`config.mk`:
```
export PLATFORM = sky130hd
export DESIGN_NAME = fetch_issue_ctrl_flat
export DESIGN_NICKNAME = d
export VERILOG_FILES = /design/src/rtl/fetch_issue_ctrl_if.sv /design/src/rtl/fetch_issue_ctrl.sv /design/src/flat_wrapper.sv
export SDC_FILE = /design/constraint.sdc
export NUM_CORES = 1
export LEC_CHECK = 0
export BUFFER_PORTS_ARGS = -buffer_cell sky130_fd_sc_hd__buf_2
export CELL_PAD_IN_SITES_DETAIL_PLACEMENT = 1
export CELL_PAD_IN_SITES_GLOBAL_PLACEMENT = 1
export CORE_MARGIN = 3
export CORE_UTILIZATION = 41
export CTS_CLUSTER_DIAMETER = 200
export DETAILED_ROUTE_END_ITERATION = 8
export PLACE_DENSITY_LB_ADDON = 0.1
export SYNTH_ARGS = -nofsm -noshare
export SYNTH_HDL_FRONTEND = slang
export SYNTH_SLANG_ARGS = --single-unit
```
`constraint.sdc`:
```
create_clock -name clk -period 4 [get_ports clk]
set_input_delay 0.2 -clock clk [delete_from_list [all_inputs] [get_ports clk]]
set_output_delay 0.2 -clock clk [all_outputs]
set_load 0.05 [all_outputs]
```
`src/rtl/fetch_issue_ctrl_if.sv`:
```
// ---------------------------------------------------------------------------
// fetch_issue_ctrl_if
//
// Bundles the two handshake channels that the fetch/issue sequencer sits
// between: the instruction-memory fetch port and the execution-unit
// request/response channel.
//
// Signals (master = sequencer side, slave = memory + execution unit side):
//   fch_req_vld   master->slave  fetch request valid
//   fch_req_rdy   slave->master  memory accepts fetch request
//   fch_req_addr  master->slave  fetch address (AW bits)
//   fch_rsp_vld   slave->master  fetched data valid
//   fch_rsp_rdy   master->slave  sequencer accepts fetched data
//   fch_rsp_data  slave->master  fetched instruction (DW bits)
//   ex_req_vld    master->slave  instruction valid to execution unit
//   ex_req_rdy    slave->master  execution unit accepts instruction
//   ex_req_ir     master->slave  instruction word (DW bits)
//   ex_req_pc     master->slave  PC of that instruction (AW bits)
//   ex_rsp_taken  slave->master  branch taken (valid in ex handshake cycle)
//   ex_rsp_offset slave->master  branch offset (valid in ex handshake cycle)
// ---------------------------------------------------------------------------
interface fetch_issue_ctrl_if #(
    parameter int AW = 32,
    parameter int DW = 32
);
    logic          fch_req_vld;
    logic          fch_req_rdy;
    logic [AW-1:0] fch_req_addr;
    logic          fch_rsp_vld;
    logic          fch_rsp_rdy;
    logic [DW-1:0] fch_rsp_data;
    logic          ex_req_vld;
    logic          ex_req_rdy;
    logic [DW-1:0] ex_req_ir;
    logic [AW-1:0] ex_req_pc;
    logic          ex_rsp_taken;
    logic [AW-1:0] ex_rsp_offset;

    // Sequencer view: drives requests and the fetch-response ready.
    modport master (
        output fch_req_vld,
        input  fch_req_rdy,
        output fch_req_addr,
        input  fch_rsp_vld,
        output fch_rsp_rdy,
        input  fch_rsp_data,
        output ex_req_vld,
        input  ex_req_rdy,
        output ex_req_ir,
        output ex_req_pc,
        input  ex_rsp_taken,
        input  ex_rsp_offset
    );

    // Memory / execution-unit view: the mirror image of master.
    modport slave (
        input  fch_req_vld,
        output fch_req_rdy,
        input  fch_req_addr,
        output fch_rsp_vld,
        input  fch_rsp_rdy,
        output fch_rsp_data,
        input  ex_req_vld,
        output ex_req_rdy,
        input  ex_req_ir,
        input  ex_req_pc,
        output ex_rsp_taken,
        output ex_rsp_offset
    );
endinterface

```
`src/rtl/fetch_issue_ctrl.sv`:
```
// ---------------------------------------------------------------------------
// fetch_issue_ctrl
//
// Single-issue sequencer. Owns the architectural PC, fetches one instruction
// at a time from instruction memory, presents it to the execution unit and
// then picks the next PC from the branch response returned in the issue
// handshake cycle. Also provides halt control, a retired-instruction counter
// and a sticky misaligned-PC error.
//
// Ports:
//   clk      in   clock
//   rst_n    in   asynchronous active-low reset
//   bus      master modport of fetch_issue_ctrl_if (fetch + execute channels)
//   halt     in   stop fetching at the next instruction boundary
//   pc       out  current PC
//   instret  out  retired-instruction count (wraps)
//   err      out  sticky misaligned-PC error
//
// Parameters:
//   AW      address / PC width
//   DW      instruction width
//   RST_PC  PC loaded on reset (4-byte aligned)
// ---------------------------------------------------------------------------
module fetch_issue_ctrl #(
    parameter int            AW     = 32,
    parameter int            DW     = 32,
    parameter logic [AW-1:0] RST_PC = '0
) (
    input  logic                  clk,
    input  logic                  rst_n,
    fetch_issue_ctrl_if.master    bus,
    input  logic                  halt,
    output logic [AW-1:0]         pc,
    output logic [31:0]           instret,
    output logic                  err
);

    localparam logic [AW-1:0] PC_STEP = AW'(4);

    typedef enum logic [2:0] {
        ST_RST,
        ST_FETCH,
        ST_WAIT,
        ST_ISSUE,
        ST_HALT,
        ST_ERR
    } state_e;

    state_e        state_q, state_d;
    logic [AW-1:0] pc_q, pc_d;
    logic [DW-1:0] ir_q, ir_d;
    logic [31:0]   instret_q, instret_d;
    logic          err_q, err_d;

    logic          fchReqFire;
    logic          fchRspFire;
    logic          exFire;
    logic [AW-1:0] nextPc;
    logic          nextMisaligned;

    // Handshake qualifiers. Each one is gated by the state that owns the
    // channel, so a response or ready seen in any other state is ignored.
    always_comb begin
        fchReqFire = (state_q == ST_FETCH) && bus.fch_req_rdy;
        fchRspFire = (state_q == ST_WAIT)  && bus.fch_rsp_vld;
        exFire     = (state_q == ST_ISSUE) && bus.ex_req_rdy;
    end

    // Next-PC selection from the branch response. The sum is taken at AW
    // bits so it wraps naturally; a non-word-aligned result is a fault.
    always_comb begin
        nextPc         = bus.ex_rsp_taken ? (pc_q + bus.ex_rsp_offset)
                                          : (pc_q + PC_STEP);
        nextMisaligned = (nextPc[1:0] != 2'b00);
    end

    // State register. Reset is asynchronous so every Moore output falls
    // back to its idle value the moment rst_n drops.
    always_ff @(posedge clk or negedge rst_n) begin
        if (!rst_n) begin
            state_q <= ST_RST;
        end else begin
            state_q <= state_d;
        end
    end

    // Next-state logic. RST and a successful ISSUE share the boundary
    // check: halt parks the sequencer, otherwise it fetches. A misaligned
    // next PC overrides the boundary check and locks the sequencer in ERR
    // until the next reset.
    always_comb begin
        state_d = state_q;
        case (state_q)
            ST_RST: begin
                state_d = halt ? ST_HALT : ST_FETCH;
            end
            ST_FETCH: begin
                if (fchReqFire) begin
                    state_d = ST_WAIT;
                end
            end
            ST_WAIT: begin
                if (fchRspFire) begin
                    state_d = ST_ISSUE;
                end
            end
            ST_ISSUE: begin
                if (exFire) begin
                    if (nextMisaligned) begin
                        state_d = ST_ERR;
                    end else begin
                        state_d = halt ? ST_HALT : ST_FETCH;
                    end
                end
            end
            ST_HALT: begin
                if (!halt) begin
                    state_d = ST_FETCH;
                end
            end
            ST_ERR: begin
                state_d = ST_ERR;
            end
            default: begin
                state_d = ST_RST;
            end
        endcase
    end

    // Output decode. Valids and readies come from the state register only;
    // address, instruction and PC come straight from registers, so they are
    // stable for as long as the corresponding valid is held.
    always_comb begin
        bus.fch_req_vld = (state_q == ST_FETCH);
        bus.fch_rsp_rdy = (state_q == ST_WAIT);
        bus.ex_req_vld  = (state_q == ST_ISSUE);
    end

    assign bus.fch_req_addr = pc_q;
    assign bus.ex_req_ir    = ir_q;
    assign bus.ex_req_pc    = pc_q;
    assign pc               = pc_q;
    assign instret          = instret_q;
    assign err              = err_q;

    // Datapath next values. IR is loaded when the fetch response is taken;
    // PC, instret and err only change in the issue handshake cycle, which
    // is also the only cycle in which ex_rsp_* are looked at.
    always_comb begin
        pc_d      = pc_q;
        ir_d      = ir_q;
        instret_d = instret_q;
        err_d     = err_q;
        if (fchRspFire) begin
            ir_d = bus.fch_rsp_data;
        end
        if (exFire) begin
            pc_d      = nextPc;
            instret_d = instret_q + 32'd1;
            if (nextMisaligned) begin
                err_d = 1'b1;
            end
        end
    end

    // Datapath registers, sharing the asynchronous reset with the FSM.
    always_ff @(posedge clk or negedge rst_n) begin
        if (!rst_n) begin
            pc_q      <= RST_PC;
            ir_q      <= '0;
            instret_q <= '0;
            err_q     <= 1'b0;
        end else begin
            pc_q      <= pc_d;
            ir_q      <= ir_d;
            instret_q <= instret_d;
            err_q     <= err_d;
        end
    end

endmodule

```
`src/flat_wrapper.sv`:
```
// flat-port wrapper written by rule: the top's interface ports become plain ports
module fetch_issue_ctrl_flat 
#(
    parameter int            AW     = 32,
    parameter int            DW     = 32,
    parameter logic [AW-1:0] RST_PC = '0
)
  (clk, rst_n, halt, pc, instret, err, bus_fch_req_vld, bus_fch_req_rdy, bus_fch_req_addr, bus_fch_rsp_vld, bus_fch_rsp_rdy, bus_fch_rsp_data, bus_ex_req_vld, bus_ex_req_rdy, bus_ex_req_ir, bus_ex_req_pc, bus_ex_rsp_taken, bus_ex_rsp_offset);
  fetch_issue_ctrl_if #(.AW(AW), .DW(DW)) bus_i ();
  input  logic clk;
  input  logic rst_n;
  input  logic halt;
  output logic [AW-1:0] pc;
  output logic [31:0] instret;
  output logic err;
  output wire logic [$bits(bus_i.fch_req_vld)-1:0] bus_fch_req_vld;
  input wire logic [$bits(bus_i.fch_req_rdy)-1:0] bus_fch_req_rdy;
  output wire logic [$bits(bus_i.fch_req_addr)-1:0] bus_fch_req_addr;
  input wire logic [$bits(bus_i.fch_rsp_vld)-1:0] bus_fch_rsp_vld;
  output wire logic [$bits(bus_i.fch_rsp_rdy)-1:0] bus_fch_rsp_rdy;
  input wire logic [$bits(bus_i.fch_rsp_data)-1:0] bus_fch_rsp_data;
  output wire logic [$bits(bus_i.ex_req_vld)-1:0] bus_ex_req_vld;
  input wire logic [$bits(bus_i.ex_req_rdy)-1:0] bus_ex_req_rdy;
  output wire logic [$bits(bus_i.ex_req_ir)-1:0] bus_ex_req_ir;
  output wire logic [$bits(bus_i.ex_req_pc)-1:0] bus_ex_req_pc;
  input wire logic [$bits(bus_i.ex_rsp_taken)-1:0] bus_ex_rsp_taken;
  input wire logic [$bits(bus_i.ex_rsp_offset)-1:0] bus_ex_rsp_offset;
  assign bus_fch_req_vld = bus_i.fch_req_vld;
  assign bus_i.fch_req_rdy = bus_fch_req_rdy;
  assign bus_fch_req_addr = bus_i.fch_req_addr;
  assign bus_i.fch_rsp_vld = bus_fch_rsp_vld;
  assign bus_fch_rsp_rdy = bus_i.fch_rsp_rdy;
  assign bus_i.fch_rsp_data = bus_fch_rsp_data;
  assign bus_ex_req_vld = bus_i.ex_req_vld;
  assign bus_i.ex_req_rdy = bus_ex_req_rdy;
  assign bus_ex_req_ir = bus_i.ex_req_ir;
  assign bus_ex_req_pc = bus_i.ex_req_pc;
  assign bus_i.ex_rsp_taken = bus_ex_rsp_taken;
  assign bus_i.ex_rsp_offset = bus_ex_rsp_offset;
  fetch_issue_ctrl #(.AW(AW), .DW(DW), .RST_PC(RST_PC)) u_core (.clk(clk), .rst_n(rst_n), .bus(bus_i), .halt(halt), .pc(pc), .instret(instret), .err(err));
endmodule
```
-- Yosys cells after proc, flatten, opt, wreduce, memory -nomap -nowiden
Cells that the tools add are included.
W data, S select, Z words.
- equality and inequality tests: 9
- $add $sub $neg: 3
- reductions and logical operators: 7
- muxes and demuxes: 8
- operator list (operator ; number):
    $add A32 B1 Y32 const B ; 1
    $add A32 B3 Y32 const B ; 1
    $add A32 B32 Y32 ; 1
    $mux W32 ; 1
    $mux W3 ; 6
    $pmux W3 S6 ; 1
    $eq A3 B2 Y1 const B ; 2
    $eq A3 B3 Y1 const B ; 2
    $ne A2 B1 Y1 const B ; 3
    $reduce_and A4 Y1 ; 1
    $eq A3 B1 Y1 const B ; 1
    $logic_and A1 B1 Y1 ; 3
    $logic_not A3 Y1 ; 1
    $ne A2 B2 Y1 const B ; 1
    $reduce_and A2 Y1 ; 1
    $reduce_bool A2 Y1 ; 1
- logic and storage cells: 32
- register bits: 100
- input bits: 71

-- Longest topological paths before layout
Gate-level depths: netlist of the first run.
- word-level depth: 6
- gate-level depth with buffers: 11
- mapped depth without buffers: 11

-- Worst setup path after synthesis of the first run
Ideal clock, no wire load.
- kind: reg-to-reg
- from: register u_core.pc_q[0] (netlist: u_core.bus.ex_req_pc[0])
- to: register u_core.pc_q[30] (netlist: u_core.bus.ex_req_pc[30])
- arrival time: 2.728 ns
- setup time: 0.137 ns
- required time: 3.863 ns
- path slack: 1.135 ns
- clock period less this slack: 2.865 ns
- cell stages (with the launch flop): 12
- path through: dfrtp_1 > ha_1 > fa_1 > a21o_1 > a21o_1 > a21oi_2 > o2111ai_1 > a31oi_2 > o41ai_2 > a311oi_2 > xnor2_1 > a21oi_1
- word-level cells in the longest chain between the ends: 2
- elaborated cells on any way between the ends: 3
- classes of those cells: 2 x add/sub; 1 x mux
- RTL lines (element ; line ; RTL):
    start: declaration ; fetch_issue_ctrl.sv:50 ; logic [AW-1:0] pc_q, pc_d;
    start signal: assignment ; fetch_issue_ctrl.sv:174 ; pc_q <= pc_d;
    $add A32 B3 Y32 / $add A32 B32 Y32 (equally long branches) ; fetch_issue_ctrl.sv:73, fetch_issue_ctrl.sv:72 ;
    $mux W32 (*) ; fetch_issue_ctrl.sv:72 ; nextPc = bus.ex_rsp_taken ? (pc_q + bus.ex_rsp_offset)
Mark *: on every way between the ends. The rest lies on a longest branch, timed or not.
A chain may end at the register's enable or synchronous reset.

-- Worst setup path in the final report of the first run
- from: register u_core.pc_q[0] (netlist: u_core.bus.ex_req_pc[0])
- to: register u_core.pc_q[24] (netlist: u_core.bus.ex_req_pc[24])
Same word-level chain as after synthesis.

==> results of run 1 <==
[worst min-delay path by stage]
stage	startpoint	endpoint	slack (ns)
after floorplan	rst_n	u_core.bus.ex_req_ir[0]$_DFFE_PN0P_	-0.1
after global placement	rst_n	u_core.instret[21]$_DFFE_PN0P_	0.36
after detailed placement	rst_n	u_core.instret[20]$_DFFE_PN0P_	0.37
after CTS	bus_fch_rsp_data[7]	u_core.bus.ex_req_ir[7]$_DFFE_PN0P_	0.07
after global routing	bus_fch_rsp_data[3]	u_core.bus.ex_req_ir[3]$_DFFE_PN0P_	0.07
final	bus_fch_rsp_data[11]	u_core.bus.ex_req_ir[11]$_DFFE_PN0P_	0.08
[cells in the final DEF (no fill, tap or decap), types with 9 or more instances in the layout]
master     count
a21oi_1       64
dfrtp_1      100
xnor2_1       40
nand4_1       11
xor2_1        16
nand2_1       56
mux2_2        34
nor2b_1       11
buf_2        233
a21o_1        24
nor2_1        42
inv_1         13
clkbuf_16      9
a31oi_1       12
o22ai_1       20
o21ai_0       22
ha_1          33
nand3_1       32
and3_1        23
[cells by family after synthesis]
logic type,count (synthesis),synth area share
xor+xnor,56,0.0708
fa+ha+maj,34,0.0625
simple gates,225,0.170
buf+inv,107,0.0957
compound gates,191,0.178
flops,100,0.361
mux,39,0.0625
[metal layers]
layer	vias to the layer above	track usage	wire length, µm
li1	2962	-	-
met1	3080	0.281	9050
met2	193	0.402	10500
met3	25	0.0389	1300
met4	2	0.0711	346
met5	-	0	13
[report_power, final]
| part | total, mW | switching [mW] | internal [mW] | leakage, nW |
|---|---|---|---|---|
| clock | 0.908 | 0.415 | 0.493 | 0.145 |
| sequential | 1.74 | 0.405 | 1.33 | 1.27 |
| combinational | 4.58 | 3.32 | 1.25 | 2.73 |
[critical path: cells and delay by family, from the launching register on]
family / cells / cell delay (ns)
simple gates: 2 / 0.36
fa+ha+maj: 2 / 0.63
flops: 1 / 0.43
compound gates: 7 / 1.48
[cell type report]
type,count,area (µm²)
multi-input cells,545,3760
inverters,13,48.8
clock buffers,10,229
flip-flops and latches,100,2500
well taps,216,270
repair buffers,242,1240
clock inverters,6,71.3
fillers,1979,8110
[flip-flops by register name (all words and copies together) (netlist names)]
name / count
u_core.bus.ex_req_ir: 32
u_core.bus.ex_req_pc: 32
u_core.err: 1
u_core.instret: 32
u_core.state_q: 3
==> summary.md, run 1 <==
| Metric | Value |
|---|---|
| Outcome | `completed` |
| Async S/R FF share, synth | `1.00` |
| Syn Nets | `857` |
| Via/cell ratio | `5.53` |
| RSZ-0062 raised after global routing | `no` |
| Worst slack at placement | `1.08 ns` |
| Worst vdd ir | `0.474 mV` |
| Final Skew | `0.00932 ns` |
| Worst reg2reg path startpoint | `u_core.bus.ex_req_pc[0]$_DFFE_PN0P_` |
| Mapped Cells | `752` |
| Top-area cell type share of the netlist area | `0.361` |
| Final setup vio count | `0` |
| TritonCTS Buffers | `9` |
| Crit path largest cell delay | `0.43 ns` |
| #FFs+latches synth | `100` |
| Count leader, synth | `dfrtp_1` |
| Net count, final | `1016` |
| GPL Wtd Cong | `0.849` |
| Worst slew pin tran | `0.859 ns` |
| Period utilization | `0.741` |
| Dpl cell area | `7810 µm²` |
| Setup bufs post-CTS | `0` |
| Crit path max-delay cell type | `dfrtp_1` |
| Min-delay worst type | `primary input to flip-flop` |
| H-tree depth | `3` |
| Most frequent cells after synthesis | `100 x dfrtp_1, 64 x a21oi_1, 64 x buf_4` |
| Setup TNS Final | `0 ns` |
| Largest net degree at the start of global routing | `64` |
| Post-Syn Area per Cell | `9.21 µm²` |
| Vias in the first global route | `6525` |
| Antenna viol nets, final | `0` |
| Clk buf depth | `2` |
| Max cap viols | `0` |
| Synth-to-layout area growth | `17.2%` |
| Placed Cells | `1115` |
| First-pass GRT wire length | `33600 µm` |
| Worst Hold Path Cells | `2` |
| Critical Path, Cell by Cell | `ha_1, fa_1, a21o_1, a21oi_1, nor3b_1, o31ai_1, a21boi_1, a21boi_1, o31ai_1, nor4b_1, a211o_1` |
| Die W | `136 µm` |
| Crit. End Element | `flip-flop` |
| Clk slew on worst S/H paths | `0.08 ns` |
| Worst Path Required | `4.30 ns` |
| Site row count | `46` |
| Fin worst setup slack | `1.04 ns` |
| Clk sinks | `100` |
| Hold Slack | `0.0770 ns` |
| Starting density of the core | `0.427` |
| Layout Cells excl Fill | `1132` |
| Post-Route WL | `21200 µm` |
| Layout cells sized above 1 | `0.337` |
| Total congestion overflow | `0` |
| Crit path DAT | `3.26 ns` |
| R2R Setup Slk | `1.04 ns` |
| Crit start category | `flip-flop` |
| Worst-Skew Late Latency | `0.35 ns` |
| Final core utilization | `0.500` |
| Die H | `136 µm` |
| WL/cell | `18.7 µm` |
| Crit Path Category | `flip-flop to flip-flop` |
| Die Area | `18500 µm²` |
| Top cells by area, synth | `dfrtp_1 36%, buf_4 6.9%, ha_1 6.0%` |
| Final hold viol count | `0` |
| IO buf count | `234` |
| Vias after detailed routing | `6262` |
| Static Leakage | `4.14 nW` |
| ANT cells | `0` |
| Drt initial violations | `288` |
| Final instance area | `8120 µm²` |
| Crit path from | `u_core.bus.ex_req_pc[0]$_DFFE_PN0P_` |
| Cells on worst reg2reg path | `11` |
| Initial antenna violation count | `1` |
| Register area share after synthesis | `0.361` |
| DP Wirelength | `16200 µm` |
| Largest area contributor in the netlist | `dfrtp_1` |
| DR pass1 iterations | `4` |
| I/O pins | `235` |
| Clock root buffer | `clkbuf_16` |
| Synth unique cells | `68` |
| Syn. warnings | `0` |
| # DRC | `0` |
| Primary FF master, synth | `dfrtp_1` |
| Crit-path max FO | `6` |
| PwrDens | `890 nW/µm²` |
| Hold_buf cts | `1` |
| Core area | `16200 µm²` |
| Period minus WS final | `2.96 ns` |
| Fmax | `0.337 GHz` |
| FF-to-FF End | `u_core.bus.ex_req_pc[24]$_DFFE_PN0P_` |
| Relative slew slack | `0.427` |
| Max-slew violations | `0` |
| Post_cts resized | `0` |
| Mapped Area | `6930 µm²` |
| Crit path capture | `u_core.bus.ex_req_pc[24]$_DFFE_PN0P_` |
| EDFF count, synth | `0` |
| CTS tree | `yes` |
| Tot Pwr | `7.22 mW` |
| Total Routing Usage GR | `0.227` |
(Power assumes the default switching activity.)
==> run 2, diff against run 1 <==
Settings changed: CORE_UTILIZATION 41 to 38.
Clock period 4 ns to 2.96 ns, I/O delays scaled along.
==> summary.md, run 2 (synthesis gave the netlist of run 1 again) <==
| Metric | Value |
|---|---|
| Antenna viol nets, final | `0 (unchanged)` |
| # DRC | `0 (unchanged)` |
| Static Leakage | `4.23 nW (+2.1%)` |
| Setup bufs post-CTS | `0 (unchanged)` |
| First-pass GRT wire length | `34800 µm (+3.5%)` |
| Clk buf depth | `2 (unchanged)` |
| RSZ-0062 raised after global routing | `no` |
| Vias in the first global route | `6576 (+0.78%)` |
| Worst Path Required | `3.26 ns (-1.04 ns)` |
| WL/cell | `19.2 µm (+2.6%)` |
| Post-Route WL | `22300 µm (+5.2%)` |
| Net count, final | `1035 (+1.9%)` |
| Crit Path Category | `flip-flop to flip-flop` |
| Final hold viol count | `0 (unchanged)` |
| Die Area | `19900 µm² (+7.5%)` |
| Commonest cells after routing, fill and taps aside | `233 x buf_2, 100 x dfrtp_1, 64 x a21oi_1, 56 x nand2_1, 42 x nor2_1` |
| Drt initial violations | `253 (-12%)` |
| Starting density of the core | `0.394 (-0.0331)` |
| H-tree depth | `3 (unchanged)` |
| Worst slack at placement | `0.0708 ns (-1.01 ns)` |
| Die H | `141 µm (+3.7%)` |
| Total Routing Usage GR | `0.217 (-0.00929)` |
| Number of fill cells | `2137 (+8.0%)` |
| Vias after detailed routing | `6331 (+1.1%)` |
| Switching share of total power | `0.576 (+0.00274)` |
| Setup TNS Final | `0 ns (unchanged)` |
| CTS tree | `yes` |
| Clock power share | `0.118 (-0.008)` |
| Crit path DAT | `3.06 ns (-0.20 ns)` |
| Period minus WS final | `2.75 ns (-0.210 ns)` |
| Initial antenna violation count | `1 (unchanged)` |
| Crit. End Element | `flip-flop` |
| Max-slew violations | `0 (unchanged)` |
| Max cap viols | `0 (unchanged)` |
| Dpl cell area | `7980 µm² (+2.1%)` |
| Layout cells sized above 1 | `0.356 (+0.0188)` |
| Fin worst setup slack | `0.206 ns (-0.830 ns)` |
| Clk slew on worst S/H paths | `0.08 ns (about the same)` |
| Final setup vio count | `0 (unchanged)` |
| Min-delay worst type | `primary input to flip-flop` |
| PwrDens | `1190 nW/µm² (+34%)` |
| Fmax | `0.363 GHz (+7.6%)` |
| Worst slew pin tran | `0.781 ns (-0.0778 ns)` |
| Sequential power share | `0.228 (-0.013)` |
| Final core utilization | `0.471 (-0.0294)` |
| Final Skew | `0.0108 ns (+0.00146 ns)` |
| Largest net degree at the start of global routing | `54 (-16%)` |
| Clock root buffer | `clkbuf_16` |
| Clk sinks | `100 (unchanged)` |
| Site row count | `48 (+4.3%)` |
| Final instance area | `8290 µm² (+2.0%)` |
| Period utilization | `0.930 (+0.189)` |
| I/O pins | `235 (unchanged)` |
| Relative slew slack | `0.479 (+0.0518)` |
| Switch Pwr | `5.70 mW (+38%)` |
| Synth-to-layout area growth | `19.6%` |
| TritonCTS Buffers | `9 (unchanged)` |
| R2R Setup Slk | `0.21 ns (-0.83 ns)` |
| Total congestion overflow | `0 (unchanged)` |
| Worst vdd ir | `0.747 mV (+58%)` |
| Die W | `141 µm (+3.7%)` |
| Comb pwr share | `0.654 (+0.020)` |
| Core area | `17600 µm² (+8.4%)` |
| Most common cell after layout, fill and taps aside | `buf_2` |
| IO buf count | `234 (unchanged)` |
| Outcome | `completed` |
| Worst-Skew Late Latency | `0.36 ns (about the same)` |
| Crit-path max FO | `3 (-3)` |
| Via/cell ratio | `5.45 (-1.4%)` |
| Crit start category | `flip-flop` |
| DR pass1 iterations | `4 (unchanged)` |
| Tot Pwr | `9.89 mW (+37%)` |
| Pint | `4.19 mW (+36%)` |
| DP Wirelength | `17400 µm (+7.0%)` |
| GPL Wtd Cong | `0.851 (+0.19%)` |
-- run 2: routing by layer --
metal	global-route usage	routed length [µm]
met3	0.0299	1110
met1	0.281	10000
met4	0.0643	289
met2	0.379	10900
met5	0	0
-- run 2: layout make-up --
type	count	area [µm²]	area share
sequential	100	2500	0.302
timing repair buffer	261	1390	0.168
tap	225	282	0.0340
clock inverter	6	48.8	0.00589
multi-input combinational	545	3780	0.456
clock buffer	10	229	0.0276
antenna	1	2.50	0.000302
inverter	13	48.8	0.00589
-- run 2: worst paths after layout --
| path | from | end | cells after the start |
|---|---|---|---|
| max | u_core.bus.ex_req_pc[0]$_DFFE_PN0P_ | u_core.bus.ex_req_pc[24]$_DFFE_PN0P_ | 11 |
| min | bus_fch_rsp_data[29] | u_core.bus.ex_req_ir[29]$_DFFE_PN0P_ | 2 |
| max reg2reg | u_core.bus.ex_req_pc[0]$_DFFE_PN0P_ | u_core.bus.ex_req_pc[24]$_DFFE_PN0P_ | 11 |
| min reg2reg | u_core.err$_DFFE_PN0P_ | u_core.err$_DFFE_PN0P_ | 1 |
| max in group asynchronous | rst_n | u_core.bus.ex_req_ir[28]$_DFFE_PN0P_ | 3 |
| min in group asynchronous | rst_n | u_core.instret[22]$_DFFE_PN0P_ | 2 |
-- run 2: what timing repair did --
action / CTS / global route
endpoints found under the setup margin: 0 / 3
gates resized for setup: 0 / 5
endpoints found under the hold margin: 52 / 0
hold buffers: 1 / 0
-- run 2: metrics by stage --
| step | hold slack (ns) | cells |
|---|---|---|
| 2_1_floorplan | -0.148 | 752 |
| 3_3_place_gp | 0.271 | 1143 |
| 3_5_place_dp | 0.276 | 1143 |
| 4_1_cts | 0.0201 | 1160 |
| 5_1_grt | 0.0217 | 1161 |
| 6_report | 0.0296 | 1161 |
-- run 2: worst max-delay path: stages (launching register included) --
cell	delay, ns
dfrtp_1	0.39
ha_1	0.22
fa_2	0.36
a21o_1	0.20
a21oi_1	0.22
nor3b_1	0.09
o31ai_1	0.39
a21boi_2	0.16
a21boi_2	0.19
o31ai_1	0.11
nor4b_2	0.23
a211o_1	0.13
-- run 2: power by group through the flow --
stage	clock network [mW]	logic, mW	registers [mW]
floorplan	0	3.77	3.72
CTS	1.19	6.49	2.26
finish	1.17	6.47	2.25
global placement	0	6.37	2.23
global route	1.25	6.86	2.34
detailed placement	0	6.47	2.29
